--- config.mk ---
export PLATFORM = sky130hd
export DESIGN_NAME = calc_sequencer_flat
export DESIGN_NICKNAME = d
export VERILOG_FILES = /design/src/rtl/calc_pkg.sv /design/src/rtl/calc_sequencer_if.sv /design/src/rtl/calc_sequencer_edge_pulse.sv /design/src/rtl/calc_sequencer.sv /design/src/flat_wrapper.sv
export SDC_FILE = /design/constraint.sdc
export NUM_CORES = 1
export LEC_CHECK = 0
export ABC_AREA = 1
export CELL_PAD_IN_SITES_DETAIL_PLACEMENT = 1
export CELL_PAD_IN_SITES_GLOBAL_PLACEMENT = 1
export CORE_MARGIN = 4
export CORE_UTILIZATION = 30
export CTS_BUF_LIST = sky130_fd_sc_hd__clkbuf_2
export DETAILED_ROUTE_END_ITERATION = 10
export HOLD_SLACK_MARGIN = 0.06
export PLACE_DENSITY_LB_ADDON = 0.1
export SLEW_MARGIN = 25
export SYNTH_ARGS = -nofsm -noshare
export SYNTH_HDL_FRONTEND = slang
export SYNTH_HIERARCHICAL = 1
export SYNTH_SLANG_ARGS = --single-unit
--- constraint.sdc ---
create_clock -name clk -period 1.48 [get_ports clk]
set_clock_uncertainty 0.05 [all_clocks]
set_input_delay 0.222 -clock clk [delete_from_list [all_inputs] [get_ports clk]]
set_output_delay 0.222 -clock clk [all_outputs]
set_load 0.01 [all_outputs]
--- src/rtl/calc_pkg.sv ---
// Shared types and key codes for the calculator sequencer and its datapath.
package calc_pkg;

   typedef enum logic [2:0] {S_A, S_B, S_OP, S_WAIT, S_RES} state_t;

   localparam logic [4:0] KEY_CLR = 5'h10;
   localparam logic [4:0] KEY_EXE = 5'h13;

   // Display select: S_WAIT keeps showing the op while the ALU settles.
   function automatic logic [1:0] estado_of(state_t s);
      case (s)
         S_A:     estado_of = 2'd0;
         S_B:     estado_of = 2'd1;
         S_RES:   estado_of = 2'd3;
         default: estado_of = 2'd2;
      endcase
   endfunction

endpackage

--- src/rtl/calc_sequencer_if.sv ---
// Keypad in / control pulses out between the keypad front end and the sequencer.
interface calc_sequencer_if;
   logic       btnc;
   logic [4:0] val;
   logic       shift_a;
   logic       shift_b;
   logic       load_op;
   logic       capture_res;
   logic       clear;
   logic [1:0] estado;
   logic       busy;
   logic       err;

   modport slave (
      input  btnc, val,
      output shift_a, shift_b, load_op, capture_res, clear, estado, busy, err
   );

   modport master (
      output btnc, val,
      input  shift_a, shift_b, load_op, capture_res, clear, estado, busy, err
   );
endinterface

--- src/rtl/calc_sequencer_edge_pulse.sv ---
// Rising-edge detector; the delayed copy resets to RST_VAL so a level held through reset is not an edge.
module edge_pulse #(
   parameter logic RST_VAL = 1'b1
) (
   input  logic clk,
   input  logic rst,
   input  logic level,
   output logic pulse
);
   logic level_q;

   always_ff @(posedge clk or negedge rst) begin
      if (!rst) level_q <= RST_VAL;
      else      level_q <= level;
   end

   assign pulse = level & ~level_q;
endmodule

--- src/rtl/calc_sequencer.sv ---
// Keypad sequencer: turns button presses into one-cycle datapath control pulses.
module calc_sequencer
   import calc_pkg::*;
#(
   parameter int DIGITS  = 4,
   parameter int NUM_OPS = 5,
   parameter int ALU_LAT = 1
) (
   input  logic              clk,
   input  logic              rst,
   calc_sequencer_if.slave   bus
);
   localparam int         CW        = $clog2(DIGITS + 1);
   localparam int         WW        = (ALU_LAT > 1) ? $clog2(ALU_LAT) : 1;
   localparam logic [CW-1:0] MAX_DIG = CW'(DIGITS);
   localparam logic [WW-1:0] W_INIT  = WW'(ALU_LAT - 1);
   localparam logic [4:0] NOPS      = 5'(NUM_OPS);

   state_t        state, state_n;
   logic [CW-1:0] dig_cnt, cnt_n;
   logic [WW-1:0] wcnt, wcnt_n;
   logic          op_valid, opv_n;
   logic          press;
   logic          sa_n, sb_n, ld_n, cap_n, clr_n, err_n;
   logic          sa_q, sb_q, ld_q, cap_q, clr_q, err_q, busy_q;
   logic [1:0]    estado_q;
   logic          is_digit, is_clr, is_exe;

   edge_pulse #(.RST_VAL(1'b1)) u_btn (
      .clk   (clk),
      .rst   (rst),
      .level (bus.btnc),
      .pulse (press)
   );

   assign is_digit = ~bus.val[4];
   assign is_clr   = (bus.val == KEY_CLR);
   assign is_exe   = (bus.val == KEY_EXE);

   always_comb begin
      state_n = state;
      cnt_n   = dig_cnt;
      opv_n   = op_valid;
      wcnt_n  = wcnt;
      sa_n    = 1'b0;
      sb_n    = 1'b0;
      ld_n    = 1'b0;
      cap_n   = 1'b0;
      clr_n   = 1'b0;
      err_n   = 1'b0;
      if (press && is_clr) begin
         clr_n   = 1'b1;
         state_n = S_A;
         cnt_n   = '0;
         opv_n   = 1'b0;
         wcnt_n  = '0;
      end else begin
         case (state)
            S_A, S_B: if (press) begin
               if (is_digit) begin
                  if (dig_cnt < MAX_DIG) begin
                     sa_n  = (state == S_A);
                     sb_n  = (state == S_B);
                     cnt_n = dig_cnt + CW'(1);
                  end else begin
                     err_n = 1'b1;
                  end
               end else if (is_exe) begin
                  state_n = (state == S_A) ? S_B : S_OP;
                  cnt_n   = '0;
               end else begin
                  err_n = 1'b1;
               end
            end
            S_OP: if (press) begin
               if (bus.val < NOPS) begin
                  ld_n  = 1'b1;
                  opv_n = 1'b1;
               end else if (is_exe && op_valid) begin
                  state_n = S_WAIT;
                  wcnt_n  = W_INIT;
               end else begin
                  err_n = 1'b1;
               end
            end
            // Presses other than clear are swallowed while the ALU settles.
            S_WAIT: begin
               if (wcnt == '0) begin
                  cap_n   = 1'b1;
                  state_n = S_RES;
               end else begin
                  wcnt_n = wcnt - WW'(1);
               end
            end
            S_RES: if (press) begin
               if (is_exe) begin
                  clr_n   = 1'b1;
                  state_n = S_A;
                  opv_n   = 1'b0;
               end else begin
                  err_n = 1'b1;
               end
            end
            default: state_n = S_A;
         endcase
      end
   end

   always_ff @(posedge clk or negedge rst) begin
      if (!rst) begin
         state    <= S_A;
         dig_cnt  <= '0;
         op_valid <= 1'b0;
         wcnt     <= '0;
         sa_q     <= 1'b0;
         sb_q     <= 1'b0;
         ld_q     <= 1'b0;
         cap_q    <= 1'b0;
         clr_q    <= 1'b0;
         err_q    <= 1'b0;
         busy_q   <= 1'b0;
         estado_q <= 2'd0;
      end else begin
         state    <= state_n;
         dig_cnt  <= cnt_n;
         op_valid <= opv_n;
         wcnt     <= wcnt_n;
         sa_q     <= sa_n;
         sb_q     <= sb_n;
         ld_q     <= ld_n;
         cap_q    <= cap_n;
         clr_q    <= clr_n;
         err_q    <= err_n;
         busy_q   <= (state_n == S_WAIT);
         estado_q <= estado_of(state_n);
      end
   end

   assign bus.shift_a     = sa_q;
   assign bus.shift_b     = sb_q;
   assign bus.load_op     = ld_q;
   assign bus.capture_res = cap_q;
   assign bus.clear       = clr_q;
   assign bus.err         = err_q;
   assign bus.busy        = busy_q;
   assign bus.estado      = estado_q;
endmodule
--- src/flat_wrapper.sv ---
// flat-port wrapper written by rule: the top's interface ports become plain ports
module calc_sequencer_flat import calc_pkg::*;
#(
   parameter int DIGITS  = 4,
   parameter int NUM_OPS = 5,
   parameter int ALU_LAT = 1
)
  (clk, rst, bus_btnc, bus_val, bus_shift_a, bus_shift_b, bus_load_op, bus_capture_res, bus_clear, bus_estado, bus_busy, bus_err);
  calc_sequencer_if bus_i ();
  input  logic clk;
  input  logic rst;
  input wire logic [$bits(bus_i.btnc)-1:0] bus_btnc;
  input wire logic [$bits(bus_i.val)-1:0] bus_val;
  output wire logic [$bits(bus_i.shift_a)-1:0] bus_shift_a;
  output wire logic [$bits(bus_i.shift_b)-1:0] bus_shift_b;
  output wire logic [$bits(bus_i.load_op)-1:0] bus_load_op;
  output wire logic [$bits(bus_i.capture_res)-1:0] bus_capture_res;
  output wire logic [$bits(bus_i.clear)-1:0] bus_clear;
  output wire logic [$bits(bus_i.estado)-1:0] bus_estado;
  output wire logic [$bits(bus_i.busy)-1:0] bus_busy;
  output wire logic [$bits(bus_i.err)-1:0] bus_err;
  assign bus_i.btnc = bus_btnc;
  assign bus_i.val = bus_val;
  assign bus_shift_a = bus_i.shift_a;
  assign bus_shift_b = bus_i.shift_b;
  assign bus_load_op = bus_i.load_op;
  assign bus_capture_res = bus_i.capture_res;
  assign bus_clear = bus_i.clear;
  assign bus_estado = bus_i.estado;
  assign bus_busy = bus_i.busy;
  assign bus_err = bus_i.err;
  calc_sequencer #(.DIGITS(DIGITS), .NUM_OPS(NUM_OPS), .ALU_LAT(ALU_LAT)) u_core (.clk(clk), .rst(rst), .bus(bus_i));
endmodule
==> flow_summary.json, run 1 <==
{
  "track_usage": 0.1281,
  "io_pins": 17,
  "dr.pass1.iters": 4,
  "slew_violations": 0,
  "tritoncts": "built",
  "power_mw": 1.297,
  "vdd_drop_max_mv": 0.6891,
  "yosysWarnings": 6,
  "path_class": "input pin to flop",
  "cts.clk_slew.worst_paths_ps": 170,
  "rsz0062_at_grt": "false",
  "fin_ws_ps": 94.08,
  "design.core.area_um2": 2781,
  "synth_area_um2": 875.8,
  "yosys.area.top_type": "dfrtp_1",
  "via_per_inst": 4.503,
  "drive_above_1_share": 0.2429,
  "final_nets": 150,
  "synth.most_common_cell": "nand2_1",
  "max_freq_mhz": 721.5,
  "async_reset_ff_frac": 1.000,
  "cts.sinks": 17,
  "reg2reg_from": "u_core/u_btn/level_q",
  "cts-root-buf": "clkbuf_2",
  "clk_path_buf_depth": 2,
  "synth_common_cells": "nand2_1 (25), inv_1 (18), dfrtp_1 (16), nor2_1 (14), nand3_1 (6)",
  "ys_seq_area_frac": 0.4871,
  "finalWeightedCongestion": 0.8125,
  "wl_per_cell_um": 11.96,
  "tightest_slew_ps": 267.2,
  "r2r_end": "u_core/bus.estado[0]",
  "power_leakage_nw": 0.7414,
  "dpl_worst_slack_ps": -313.6,
  "hold_class": "input pin to asynchronous set/reset pin",
  "ff2ff_setup_slack_ps": 110,
  "crit_path_end_kind": "flop",
  "syn-instance-count": 108,
  "period_needed_ps": 1386,
  "final-hold-violation-count": 0,
  "hpwlAfterDp_mm": 1.687,
  "power.density_nw_per_um2": 1069,
  "worstSetupStartpointType": "input pin",
  "fin_crit_sh": 0.9364,
  "synth_seq_cells": 17,
  "setup_viol": 0,
  "n_fill_cell": 333,
  "syn_to_final_growth_pct": 38.57,
  "rows": 19,
  "initial_utilization": 0.3149,
  "diodes": 0,
  "ys.flop_type": "dfrtp_1",
  "drc": 0,
  "grt_pass1_wl_mm": 3.615,
  "drv_cap": 0,
  "drt_wl_total_mm": 2.046,
  "grt_max_degree": 18,
  "synth_edf_count": 0,
  "insertion_delay_ps": 310,
  "synth_top_area_share": 0.4571,
  "ctsHoldBuffers": 0,
  "numCtsBuffers": 3,
  "htree_levels": 1,
  "die_h_um": 62.03,
  "cp.required_ps": 1700,
  "synth_area_leaders": "dfrtp_1 (46%), nand2_1 (11%), inv_1 (7.7%)",
  "synth_cell_types": 22,
  "relSlewSlack": 0.8202,
  "numPortBuffers": 16,
  "crit_start": "bus_btnc",
  "antenna_found_initial": 0,
  "reg2regPathDepth": 7,
  "die_width_um": 62.03,
  "overflow": 0,
  "via_count": 770,
  "worstPathMaxFanout": 5,
  "synth_nets": 117,
  "grt_pass1_vias": 793,
  "crit_end": "u_core/bus.estado[0]",
  "die_area_um2": 3848,
  "drt-initial-drc-count": 12,
  "crit_arrival_ps": 1600,
  "ant_nets": 0,
  "avgSynthCellArea_um2": 8.110,
  "status": "finished clean"
}
## power breakdown
group / internal (mW) / leakage (nW) / switching (mW)
sequential: 0.544 / 0.226 / 0.0471
combinational: 0.219 / 0.503 / 0.275
clock: 0.0631 / 0.0126 / 0.149
total: 0.826 / 0.741 / 0.471
## repair_timing
action / CTS / global route
resized for setup: 5 / 10
setup endpoints to repair: 5 / 11
cloned: 0 / 0
setup buffers: 0 / 3
## layout make-up
class,instances,area [µm²],area share
inverter,20,75.07,0.06186
tap,31,38.79,0.03196
multi-input combinational,70,384.1,0.3165
timing repair buffer,29,265.3,0.2186
clock buffer,3,15.01,0.01237
sequential,17,427.9,0.3526
clock inverter,1,7.507,0.006186
## critical path, cell delays in order
cell and delay (ps):
clkdlybuf4s50_1 480, inv_1 50, nor2_2 90, nand2_1 70, inv_2 80, nand3_2 130
o21ai_1 260, nand4_1 130, nand2_1 80
## stage by stage
step	cells	TNS (ps)	hold slack [ps]	util	cell area, µm²
floorplan	108	0	-123.6	-	875.8
global placement	164	-2336	421.4	0.4094	1139
detailed placement	164	-2702	438.4	0.4094	1139
CTS	168	0	143.7	0.4184	1164
global route	171	0	139.6	0.4363	1214
finish	171	0	162.7	0.4363	1214
## logic make-up after synthesis
kind of cell | after synthesis | share of synthesized area
adders and majority gates | 1 | 0.01428
and+or+nand+nor | 62 | 0.3557
xor gates and xnor gates | 1 | 0.01000
buffers and inverters | 21 | 0.09857
DFF | 17 | 0.4871
AOI/OAI and AO/OA | 6 | 0.03429
## routing by layer
layer / vias up / share of wire / wire [µm] / GRT usage
met3: 2 / 0.052 / 106 / 0.04545
met1: 354 / 0.45 / 919 / 0.1722
met5: - / 0 / 0 / 0
met2: 11 / 0.49 / 1010 / 0.1982
li1: 403 / - / - / -
met4: 0 / 0.0049 / 10 / 0.02727
## worst min-delay path by stage
stage	startpoint	to	slack [ps]
2_1_floorplan	rst	u_core/bus.busy	-120
3_3_place_gp	u_core/op_valid	u_core/op_valid	420
3_5_place_dp	u_core/op_valid	u_core/op_valid	440
4_1_cts	rst	u_core/dig_cnt[2]	140
5_1_grt	rst	u_core/dig_cnt[2]	140
6_report	rst	u_core/bus.busy	160
## flip-flops by register name (all words and copies together), names as in the netlist
register and count:
u_core/bus.busy 1, u_core/bus.estado 2, u_core/u_btn/level_q 1, u_core/bus.clear 1, u_core/bus.err 1, u_core/state 3, u_core/bus.shift_b 1, u_core/bus.capture_res 1
u_core/op_valid 1, u_core/bus.load_op 1, u_core/dig_cnt 3, u_core/bus.shift_a 1
## layout by cell type, fill, tap and decap left out, drive strengths merged
cell            n
clkbuf          3
a21oi           2
clkdlybuf4s50   7
nand3          10
ha              1
nand4           4
nand2          27
nor3            4
o21ai           4
dlygate4sd2     4
dfrtp          16
clkinvlp        1
buf            13
dlymetal6s2s    5
nor2           16
inv            20
nor4            1
dfstp           1
xnor2           1
(Power assumes the default switching activity.)
==> inputs of run 2 (changes only) <==
--- a/config.mk
+++ b/config.mk
@@ -6,13 +6,12 @@
 export NUM_CORES = 1
 export LEC_CHECK = 0
 export ABC_AREA = 1
-export CELL_PAD_IN_SITES_DETAIL_PLACEMENT = 1
-export CELL_PAD_IN_SITES_GLOBAL_PLACEMENT = 1
-export CORE_MARGIN = 4
+export CELL_PAD_IN_SITES_DETAIL_PLACEMENT = 2
+export CELL_PAD_IN_SITES_GLOBAL_PLACEMENT = 2
+export CORE_MARGIN = 3
 export CORE_UTILIZATION = 30
 export CTS_BUF_LIST = sky130_fd_sc_hd__clkbuf_2
 export DETAILED_ROUTE_END_ITERATION = 10
-export HOLD_SLACK_MARGIN = 0.06
 export PLACE_DENSITY_LB_ADDON = 0.1
 export SLEW_MARGIN = 25
 export SYNTH_ARGS = -nofsm -noshare
==> run 2 against run 1 <==
Effect of this change: sequential power grew 3%; clock power up 3%; utilization grew 3.3 points; via count grew 8.6%; worst hold slack better by 7.1 ps; global-route usage is 4.3 points higher; combinational power fell by 2%; sequential share of layout area down 0.36 points; critical path depth is 1 lower; count of clock-buffer cells in the layout unchanged; cell area grew 1.0%; critical path type unchanged.
==> flow_summary.json, run 2 (same netlist as run 1, synthesis figures left out) <==
{
  "power.density_nw_per_um2": 1069,
  "drc": 0,
  "design.core.area_um2": 2613,
  "path_class": "input pin to flop",
  "grt_pass1_wl_mm": 4.429,
  "n_fill_cell": 304,
  "p_sw_mw": 0.5178,
  "max_freq_mhz": 696.0,
  "diodes": 0,
  "p_sw_frac": 0.3951,
  "die_area_um2": 3604,
  "antenna_found_initial": 0,
  "final_nets": 149,
  "hpwlAfterDp_mm": 1.937,
  "period_needed_ps": 1437,
  "crit_path_end_kind": "flop",
  "crit_arrival_ps": 1600,
  "setup_viol": 0,
  "relSlewSlack": 0.7843,
  "syn_to_final_growth_pct": 40.00,
  "regArea_um2": 427.9,
  "die_h_um": 60.03,
  "drv_cap": 0,
  "clkPwrFrac": 0.166,
  "ff2ff_setup_slack_ps": 60,
  "cts-root-buf": "clkbuf_2",
  "finalWeightedCongestion": 0.7092,
  "mostFrequentLayoutCells": "nand2_1 (23), inv_1 (16), dfrtp_1 (15)",
  "htree_levels": 1,
  "fin_crit_sh": 0.9708,
  "power_leakage_nw": 0.6965,
  "insertion_delay_ps": 300,
  "worstPathMaxFanout": 6,
  "overflow": 0,
  "grt_pass1_vias": 896,
  "drt-initial-drc-count": 23,
  "drt_wl_total_mm": 2.778,
  "status": "finished clean",
  "fin_ws_ps": 43.23,
  "via_count": 836,
  "cts.sinks": 17,
  "seq_power_share": 0.465,
  "cts.clk_slew.worst_paths_ps": 180,
  "final-hold-violation-count": 0,
  "ant_nets": 0,
  "tightest_slew_ps": 322.4,
  "io_pins": 17,
  "dr.pass1.iters": 4,
  "grt_max_degree": 18,
  "vdd_drop_max_mv": 0.7299,
  "pwr-share-comb": 0.369,
  "wl_per_cell_um": 16.44,
  "via_per_inst": 4.947,
  "initial_utilization": 0.3352,
  "hold_class": "input pin to asynchronous set/reset pin",
  "tns_ps": 0,
  "cp.required_ps": 1650,
  "slew_violations": 0,
  "mostFrequentLayoutCell": "nand2_1",
  "track_usage": 0.1706,
  "multi_input_area_um2": 415.4,
  "tritoncts": "built",
  "p_int_mw": 0.7929,
  "die_width_um": 60.03,
  "reg2regPathDepth": 8,
  "worstSetupStartpointType": "input pin",
  "holdWs_ps": 169.8,
  "clk_path_buf_depth": 2,
  "rows": 18,
  "numCtsBuffers": 3,
  "numPortBuffers": 16,
  "drive_above_1_share": 0.2806,
  "dpl_worst_slack_ps": -391.1
}
run 2: per-layer routing:
layer	wire [µm]	track usage	vias up
met2	1416	0.2917	14
met3	77	0.03456	2
met1	1264	0.2159	420
li1	-	-	400
met5	0	0	-
met4	19	0.04747	0
run 2: final timing paths:
kind                                        end                 start
max                             u_core/op_valid            bus_val[1]
min                              u_core/bus.err                   rst
max reg2reg                      u_core/bus.err  u_core/u_btn/level_q
min reg2reg                     u_core/op_valid       u_core/op_valid
max in group asynchronous  u_core/u_btn/level_q                   rst
min in group clk             u_core/bus.load_op            bus_val[4]
run 2: cell type report:
| type | count | area share |
|---|---|---|
| clock buffers | 3 | 0.01224 |
| inverters | 20 | 0.06122 |
| well taps | 30 | 0.03061 |
| repair buffers | 28 | 0.2041 |
| flip-flops and latches | 17 | 0.3490 |
| clock inverters | 1 | 0.004082 |
| multi-input cells | 70 | 0.3388 |
run 2: metrics by stage:
step / std cells / power, mW / cell area (µm²) / util
after global routing: 169 / 1.411 / 1226 / 0.4693
after floorplan: 108 / 0.8896 / 875.8 / -
final: 169 / 1.311 / 1226 / 0.4693
after CTS: 165 / 1.290 / 1149 / 0.4397
after global placement: 161 / 1.053 / 1122 / 0.4296
after detailed placement: 161 / 1.076 / 1122 / 0.4296
run 2: power groups by stage:
stage | clock, mW | combinational [mW] | sequential (mW)
3_3_place_gp | 0 | 0.443 | 0.610
5_1_grt | 0.247 | 0.543 | 0.621
2_1_floorplan | 0 | 0.275 | 0.615
6_report | 0.218 | 0.484 | 0.609
3_5_place_dp | 0 | 0.461 | 0.614
4_1_cts | 0.230 | 0.457 | 0.603
run 2: repair_timing:
item | 4_1_cts | 5_1_grt
hold endpoints to repair | 0 | 1
endpoints found under the setup margin | 11 | 8
resized for setup | 12 | 15
buffers inserted | 0 | 3
hold buffers | 0 | 1
pin swaps | 1 | 4
cloned | 0 | 0
run 2: critical path, cell delays in order:
cell	delay, ps
clkdlybuf4s50_1	420
nor2_1	290
nand3_4	170
buf_6	160
nand3_1	80
nand4_1	120
nand2_1	100
nand2_1	50
